### config.mk
export PLATFORM = sky130hd
export DESIGN_NAME = route_sequencer
export DESIGN_NICKNAME = d
export VERILOG_FILES = /design/src/rtl/route_pkg.sv /design/src/rtl/sensor_qualifier.sv /design/src/rtl/route_sequencer.sv
export SDC_FILE = /design/constraint.sdc
export NUM_CORES = 1
export LEC_CHECK = 0
export CELL_PAD_IN_SITES_DETAIL_PLACEMENT = 2
export CELL_PAD_IN_SITES_GLOBAL_PLACEMENT = 2
export CORE_UTILIZATION = 37
export CTS_CLUSTER_SIZE = 30
export DETAILED_ROUTE_END_ITERATION = 6
export HOLD_SLACK_MARGIN = 0.08
export MAX_ROUTING_LAYER = met4
export PLACE_DENSITY = 0.81
export SYNTH_ARGS = -nofsm -noshare
export SYNTH_HDL_FRONTEND = slang
export SYNTH_SLANG_ARGS = --single-unit
### constraint.sdc
create_clock -name clk -period 2.5 [get_ports clk]
set_input_delay 0.375 -clock clk [delete_from_list [all_inputs] [get_ports clk]]
set_output_delay 0.375 -clock clk [all_outputs]
set_load 0.005 [all_outputs]
### src/rtl/route_pkg.sv
// Shared encodings for the route sequencer: FSM states, route entry layout,
// turn/op codes and the line-sensor patterns it qualifies.
package route_pkg;

   typedef enum logic [2:0] {
      IDLE    = 3'd0,
      RUN     = 3'd1,
      OPERATE = 3'd2,
      EXIT    = 3'd3,
      DONE    = 3'd4
   } state_e;

   typedef enum logic [1:0] {
      OP_NONE  = 2'b00,
      OP_PICK  = 2'b01,
      OP_PLACE = 2'b10,
      OP_END   = 2'b11
   } op_e;

   typedef enum logic [1:0] {
      TURN_UTURN    = 2'b00,
      TURN_LEFT     = 2'b01,
      TURN_RIGHT    = 2'b10,
      TURN_STRAIGHT = 2'b11
   } turn_e;

   // Bit layout matches wr_data: op in [3:2], turn in [1:0].
   typedef struct packed {
      op_e   op;
      turn_e turn;
   } entry_t;

   localparam logic [2:0] NODE_PAT    = 3'b111;
   localparam logic [2:0] LINE_LEFT   = 3'b100;
   localparam logic [2:0] LINE_CENTER = 3'b010;
   localparam logic [2:0] LINE_RIGHT  = 3'b001;

   function automatic logic is_single_line(input logic [2:0] pat);
      return (pat == LINE_LEFT) || (pat == LINE_CENTER) || (pat == LINE_RIGHT);
   endfunction

endpackage

### src/rtl/sensor_qualifier.sv
// Consecutive-match counter: o_hit pulses in the cycle the run of i_match
// reaches THRESHOLD; any gap or i_clear restarts the count.
module sensor_qualifier #(
   parameter int THRESHOLD = 4
) (
   input  logic clk,
   input  logic reset,
   input  logic i_match,
   input  logic i_clear,
   output logic o_hit
);

   localparam int CNT_W = $clog2(THRESHOLD + 1);

   logic [CNT_W-1:0] r_cnt;

   assign o_hit = i_match && !i_clear && (r_cnt == CNT_W'(THRESHOLD - 1));

   // NOTE: sequential state uses non-blocking assignments so every register
   // samples pre-edge values regardless of block ordering.
   always_ff @(posedge clk) begin
      if (!reset) begin
         r_cnt <= '0;
      end else if (i_clear || !i_match || o_hit) begin
         r_cnt <= '0;
      end else begin
         r_cnt <= r_cnt + 1'b1;
      end
   end

endmodule

### src/rtl/route_sequencer.sv
// Mission controller for the line follower: walks a programmable route table
// node by node, steering turns and handshaking pick/place with the arm.
module route_sequencer #(
   parameter int DEPTH         = 16,
   parameter int ADDR_W        = 4,
   parameter int NODE_DEBOUNCE = 4,
   parameter int CLEAR_CYCLES  = 4,
   parameter int OP_TIMEOUT    = 50000
) (
   input  logic              clk,
   input  logic              reset,
   input  logic [2:0]        line_sensor,
   input  logic              start,
   input  logic              abort,
   input  logic              wr_en,
   input  logic [ADDR_W-1:0] wr_addr,
   input  logic [3:0]        wr_data,
   input  logic              op_done,
   output logic              robot_enabled,
   output logic [1:0]        turn_direction,
   output logic              activate_pick_operation,
   output logic              activate_place_operation,
   output logic              route_done,
   output logic              op_error,
   output logic [ADDR_W-1:0] step_index
);

   import route_pkg::*;

   entry_t            r_table [DEPTH];
   state_e            r_state, w_next_state;
   logic [ADDR_W-1:0] r_ptr, w_next_ptr;
   logic              r_op_error, w_next_error;
   logic [15:0]       r_op_cnt;
   logic              r_robot_enabled, r_pick, r_place, r_route_done;
   logic [1:0]        r_turn;

   logic   w_node_hit, w_clear_hit, w_timeout, w_wr_ok, w_active;
   entry_t w_entry, w_next_entry;

   assign w_entry      = r_table[r_ptr];
   assign w_next_entry = r_table[w_next_ptr];
   assign w_wr_ok      = wr_en && ((r_state == IDLE) || (r_state == DONE));
   assign w_timeout    = (r_state == OPERATE) && (r_op_cnt == 16'(OP_TIMEOUT - 1));

   sensor_qualifier #(.THRESHOLD(NODE_DEBOUNCE)) u_node_qual (
      .clk     (clk),
      .reset   (reset),
      .i_match ((r_state == RUN) && (line_sensor == NODE_PAT)),
      .i_clear (r_state != RUN),
      .o_hit   (w_node_hit)
   );

   sensor_qualifier #(.THRESHOLD(CLEAR_CYCLES)) u_exit_qual (
      .clk     (clk),
      .reset   (reset),
      .i_match ((r_state == EXIT) && is_single_line(line_sensor)),
      .i_clear (r_state != EXIT),
      .o_hit   (w_clear_hit)
   );

   // NOTE: the route table is deliberately left out of reset so a route
   // survives a mid-mission reset and can be replayed.
   always_ff @(posedge clk) begin
      if (w_wr_ok) begin
         r_table[wr_addr] <= entry_t'(wr_data);
      end
   end

   // NOTE: every always_comb output gets a default first so no path can
   // leave a variable unassigned and infer a latch.
   always_comb begin
      w_next_state = r_state;
      w_next_ptr   = r_ptr;
      w_next_error = r_op_error;
      if (abort && (r_state != IDLE)) begin
         w_next_state = DONE;
      end else begin
         unique case (r_state)
            IDLE, DONE: begin
               if (start) begin
                  w_next_state = RUN;
                  w_next_ptr   = '0;
                  w_next_error = 1'b0;
               end
            end
            RUN: begin
               if (w_node_hit) begin
                  unique case (w_entry.op)
                     OP_END:           w_next_state = DONE;
                     OP_PICK, OP_PLACE: w_next_state = OPERATE;
                     default:          w_next_state = EXIT;
                  endcase
               end
            end
            OPERATE: begin
               if (op_done) begin
                  w_next_state = EXIT;
               end else if (w_timeout) begin
                  w_next_state = DONE;
                  w_next_error = 1'b1;
               end
            end
            EXIT: begin
               if (w_clear_hit) begin
                  if (r_ptr == ADDR_W'(DEPTH - 1)) begin
                     w_next_state = DONE;
                  end else begin
                     w_next_state = RUN;
                     w_next_ptr   = r_ptr + 1'b1;
                  end
               end
            end
            default: w_next_state = IDLE;
         endcase
      end
   end

   assign w_active = (w_next_state == RUN) || (w_next_state == OPERATE) ||
                     (w_next_state == EXIT);

   always_ff @(posedge clk) begin
      if (!reset) begin
         r_state         <= IDLE;
         r_ptr           <= '0;
         r_op_error      <= 1'b0;
         r_op_cnt        <= '0;
         r_robot_enabled <= 1'b0;
         r_turn          <= TURN_STRAIGHT;
         r_pick          <= 1'b0;
         r_place         <= 1'b0;
         r_route_done    <= 1'b0;
      end else begin
         r_state         <= w_next_state;
         r_ptr           <= w_next_ptr;
         r_op_error      <= w_next_error;
         r_op_cnt        <= (r_state == OPERATE) ? r_op_cnt + 1'b1 : '0;
         // Outputs are computed from the next state so they line up with it.
         r_robot_enabled <= w_active;
         r_turn          <= w_active ? w_next_entry.turn : TURN_STRAIGHT;
         r_pick          <= (w_next_state == OPERATE) && (w_next_entry.op == OP_PICK);
         r_place         <= (w_next_state == OPERATE) && (w_next_entry.op == OP_PLACE);
         r_route_done    <= (w_next_state == DONE);
      end
   end

   assign robot_enabled            = r_robot_enabled;
   assign turn_direction           = r_turn;
   assign activate_pick_operation  = r_pick;
   assign activate_place_operation = r_place;
   assign route_done               = r_route_done;
   assign op_error                 = r_op_error;
   assign step_index               = r_ptr;

endmodule

==> out/summary.md, run 1 <==
The flow ran to the end, but the final reports show violations. The final reports fail on setup timing. At the pin with the least slew margin, the transition time is 660.1 ps. The end of the worst register-to-register path was turn_direction[1]. Total buffers and inverters traversed by the critical path: 2.

For the reported max-cap violation count, the log shows 0. The number of global-route vias before repair is 4345. The logs give 456.6 µV for the highest ir drop seen on vdd and 0 for the number of remaining DRC errors. Of the post-synthesis cell area, the dominant cell type holds 41.05%. Routed via count: 3793. The class of the worst hold path was reg2reg. The number of rows in the core area came out at 40.

For the smallest setup slack after layout, the log shows -418.9 ps. Number of antenna violations at the first check in global routing: 0. The post-synthesis adder-cell area fraction was 1.844%; the antenna diode count was 0. The simple-gate share of the synthesized area came out at 16.22%. The final worst-path cycle share works out to 116.8%. The die outline area is 13110 µm², and the I/O pin count is 28. Buffers inserted to repair hold after CTS numbered 0. At the end of routability-driven placement, the weighted congestion stood at 0.8256.

For this run, the detailed router's first-pass iteration total came to 4. Yosys mapped a number of flops with a built-in enable equal to 64. For this run, the post-layout net count is 539. Clock tree synthesis inserted a total of 9 buffers. The proportion of layout cells with a drive suffix above 1 came out at 33.01%. For the synthesized netlist cell count, the log shows 398. The count of unique library cells instantiated by Yosys is 64. On the worst path, the slowest cell contributes a delay of 590 ps. The chip width came out at 114.5 µm. Setup repair after global routing could not meet its margin everywhere.

The worst setup path is captured at a register. The slowest stage of the critical path is the or4_4 cell. The layout has 1213 filler cells. Setup total negative slack on the finished layout was measured at -1519 ps. In the synthesized netlist the async set-or-reset flop fraction comes to 0%. The post-layout minimum cycle time came out at 2919 ps.

For this block, the initial DRC count from the detailed router was 186. The largest family of logic cells by synthesized area is simple AND/OR/NAND/NOR gates. Hold is met by 454.5 ps. In this run the register-to-register setup slack is -420 ps.

For this run, the number of Yosys warnings is 0. The die is 114.5 µm tall. The tools report the number of H-tree branching levels as 3.

For the overall fraction of global-route tracks in use, the log shows 28.53%. The clock arrives with 17.38 ps of skew. The logs give 0 for the number of max-slew violations in the final report and 100 for the clock net sink count. The startpoint identified for the worst register-to-register timing path is step_index[0]. TritonCTS built the clock tree.

Cell taking the most area after synthesis: edfxtp_1. The number of cells on the worst hold path was 1. Buffers placed on the I/O ports in this run total 27.

The maximum count of clock buffers along a single path is 2. The required time reported for the critical path endpoint was 2740 ps; the number of storage elements in the synthesis netlist was 100. The total area inside the core boundary comes to 12160 µm².

The final count of hold timing violations is 0. The run gives 342.6 MHz as the fmax. In this run the worst setup path begins at step_index[0].

After clock tree synthesis, the clock-pin slew on the worst setup and hold paths is 80 ps. Of the post-synthesis cell area, the part taken by muxes is 10.50%. The relative area change from synthesis to final layout is 36.10%. The analysis attributes to cell leakage a power of 2.242 nW. Synthesized area per cell: 11.76 µm².

The run gives 55.87% as the worst relative slew slack. The tools report the beginning of the worst hold path as u_node_qual.r_cnt[0]. The biggest fanout along the worst timing path works out to 4.

Logic depth of the worst register-to-register path: 9. The later pin in the worst-skew pair is clocked with a latency of 360 ps. The setup path with the least slack is of type reg2reg.

The synthesized netlist devotes 9.327% of its cell area to compound gates. The most common flop cell mapped by yosys was edfxtp_1. Traced cell by cell, the critical path runs through buf_12, buf_6, mux4_2, or4b_1, nand4_1, a41oi_2, nand2_1, nand3b_1, or4_4. Among cell families on the critical path, the largest total delay comes from simple AND/OR/NAND/NOR gates.

The worst setup slack after placement was -983.2 ps. The storage element area was 2651 µm². The endpoint of the worst hold path is u_node_qual.r_cnt[0]. Once detail routing completed, the nets flagged for antenna violations numbered 0. For the sequential cell area fraction in the yosys report, the log shows 56.44%. The setup-violating endpoint count in the final report came out at 5. The post-synthesis net count was 421. The cell area that synthesis handed to floorplanning was 4682 µm². For the worst setup path, the data arrival time is 3160 ps. The worst setup path is launched from a register. Total power for the finished layout comes to 3.535 mW. The first global-routing pass estimated 25.96 mm of wire.

The wire-length estimate of the detail-placed layout is 10.98 mm. Root buffer cell: clkbuf_16. The xor and xnor area share after synthesis was 2.432%.

Entering global routing, the biggest net connects 20 pins. In the routed layout, each cell is associated on average with a via count of 5.505. In the post-synthesis netlist, the biggest area contributors are edfxtp_1 (41%), dfxtp_1 (15%), nor2_1 (4.2%). After global routing the overflow that remains totals 0. At the end of the flow the core is filled with cells to 52.40%. The initial core utilization was 38.50%. After detailed routing, the average wire length per cell comes to 24.60 µm.

Dividing total power by cell area gives a power density of 554.8 nW/µm². The routed wire length is 16.95 mm, and the area occupied by multi-input gates is 2117 µm².
==> Yosys cell counts, types with 9 or more instances <==
cell type,n
mux2i_1,18
a21oi_1,13
mux2_2,9
nor3_1,11
inv_1,10
o21ai_0,9
nand2_1,29
xor2_1,9
nand3_1,15
nor2_1,52
edfxtp_1,64
dfxtp_1,36
==> through the flow <==
step	std cells	instance area, µm²
final	689	6372
after global routing	689	6372
after CTS	687	6306
after detailed placement	658	5699
after global placement	658	5699
after floorplan	398	4713
==> cells by family after synthesis <==
family / count (synthesis)
and+or+nand+nor: 153
DFF: 100
AOI/OAI and AO/OA: 61
muxes: 37
buffers and inverters: 27
xor gates and xnor gates: 13
adders and majority gates: 7
==> sequential cells by signal, summed over array words and instances, names as in the netlist <==
| name | cells |
|---|---|
| op_error | 1 |
| r_op_cnt | 16 |
| r_table | 64 |
| r_state | 3 |
| activate_place_operation | 1 |
| u_node_qual.r_cnt | 3 |
| u_exit_qual.r_cnt | 3 |
| activate_pick_operation | 1 |
| turn_direction | 2 |
| robot_enabled | 1 |
| route_done | 1 |
| step_index | 4 |
==> repair_timing <==
item,in CTS,in global routing
gates resized for setup,47,13
endpoints found under the setup margin,5,5
pin swaps,21,10
buffers inserted,17,3
==> worst max-delay path by stage <==
stage,to,slack [ps],depth (start not counted)
global placement,activate_place_operation,-730,12
detailed placement,activate_place_operation,-980,12
floorplan,turn_direction[0],0.8,11
finish,turn_direction[1],-420,9
global route,turn_direction[0],-490,9
CTS,turn_direction[1],-350,13
==> layer usage <==
layer / global-route usage, % / wire length, µm / vias up
met5: - / 0 / -
met4: 10.65 / 504 / 0
met3: 4.447 / 528 / 41
met2: 52.81 / 9245 / 83
met1: 30.59 / 6672 / 1941
li1: - / - / 1728
==> final cells by class <==
class                           instances  area share (%)
Clock inverter                          7           1.355
Timing Repair Buffer                  124           16.40
Inverter                               10          0.5890
Clock buffer                            9           3.534
Multi-Input combinational cell        271           33.22
Sequential cell                       100           41.61
Tap cell                              168           3.299
==> cell usage in the layout (no fill, tap or decap), types with 4 or more instances in the layout <==
master	netlist	routed
a211oi_1	4	4
and2_1	7	5
clkbuf_16	0	9
a21oi_1	13	11
nand3_1	15	15
mux2i_1	18	17
mux4_2	7	7
edfxtp_1	64	64
or3_1	4	4
nor2_1	52	49
nand4_1	7	7
inv_1	10	9
dfxtp_1	36	31
ha_1	6	4
clkdlybuf4s50_1	0	23
buf_6	5	5
o211ai_1	4	4
nand2_1	29	29
xor2_1	9	9
o21ai_0	9	8
nor3_1	11	9
nand2b_1	4	4
xnor2_1	4	4
buf_4	2	89
dfxtp_2	0	4
mux2_2	9	7
dlygate4sd2_1	0	4
==> power breakdown <==
| group | switching (mW) | internal (mW) | total [mW] |
|---|---|---|---|
| Clock | 0.708 | 0.804 | 1.51 |
| Combinational | 0.124 | 0.111 | 0.235 |
| Sequential | 0.0139 | 1.77 | 1.79 |
No activity file was read; power rests on OpenSTA's default activity.
==> run 2: changes to the inputs <==
--- a/config.mk
+++ b/config.mk
@@ -10,7 +10,6 @@
 export CORE_UTILIZATION = 37
 export CTS_CLUSTER_SIZE = 30
 export DETAILED_ROUTE_END_ITERATION = 6
-export HOLD_SLACK_MARGIN = 0.08
 export MAX_ROUTING_LAYER = met4
 export PLACE_DENSITY = 0.81
 export SYNTH_ARGS = -nofsm -noshare
==> results of run 2 <==
The final DEF is identical to that of run 1; final timing and power are the same.
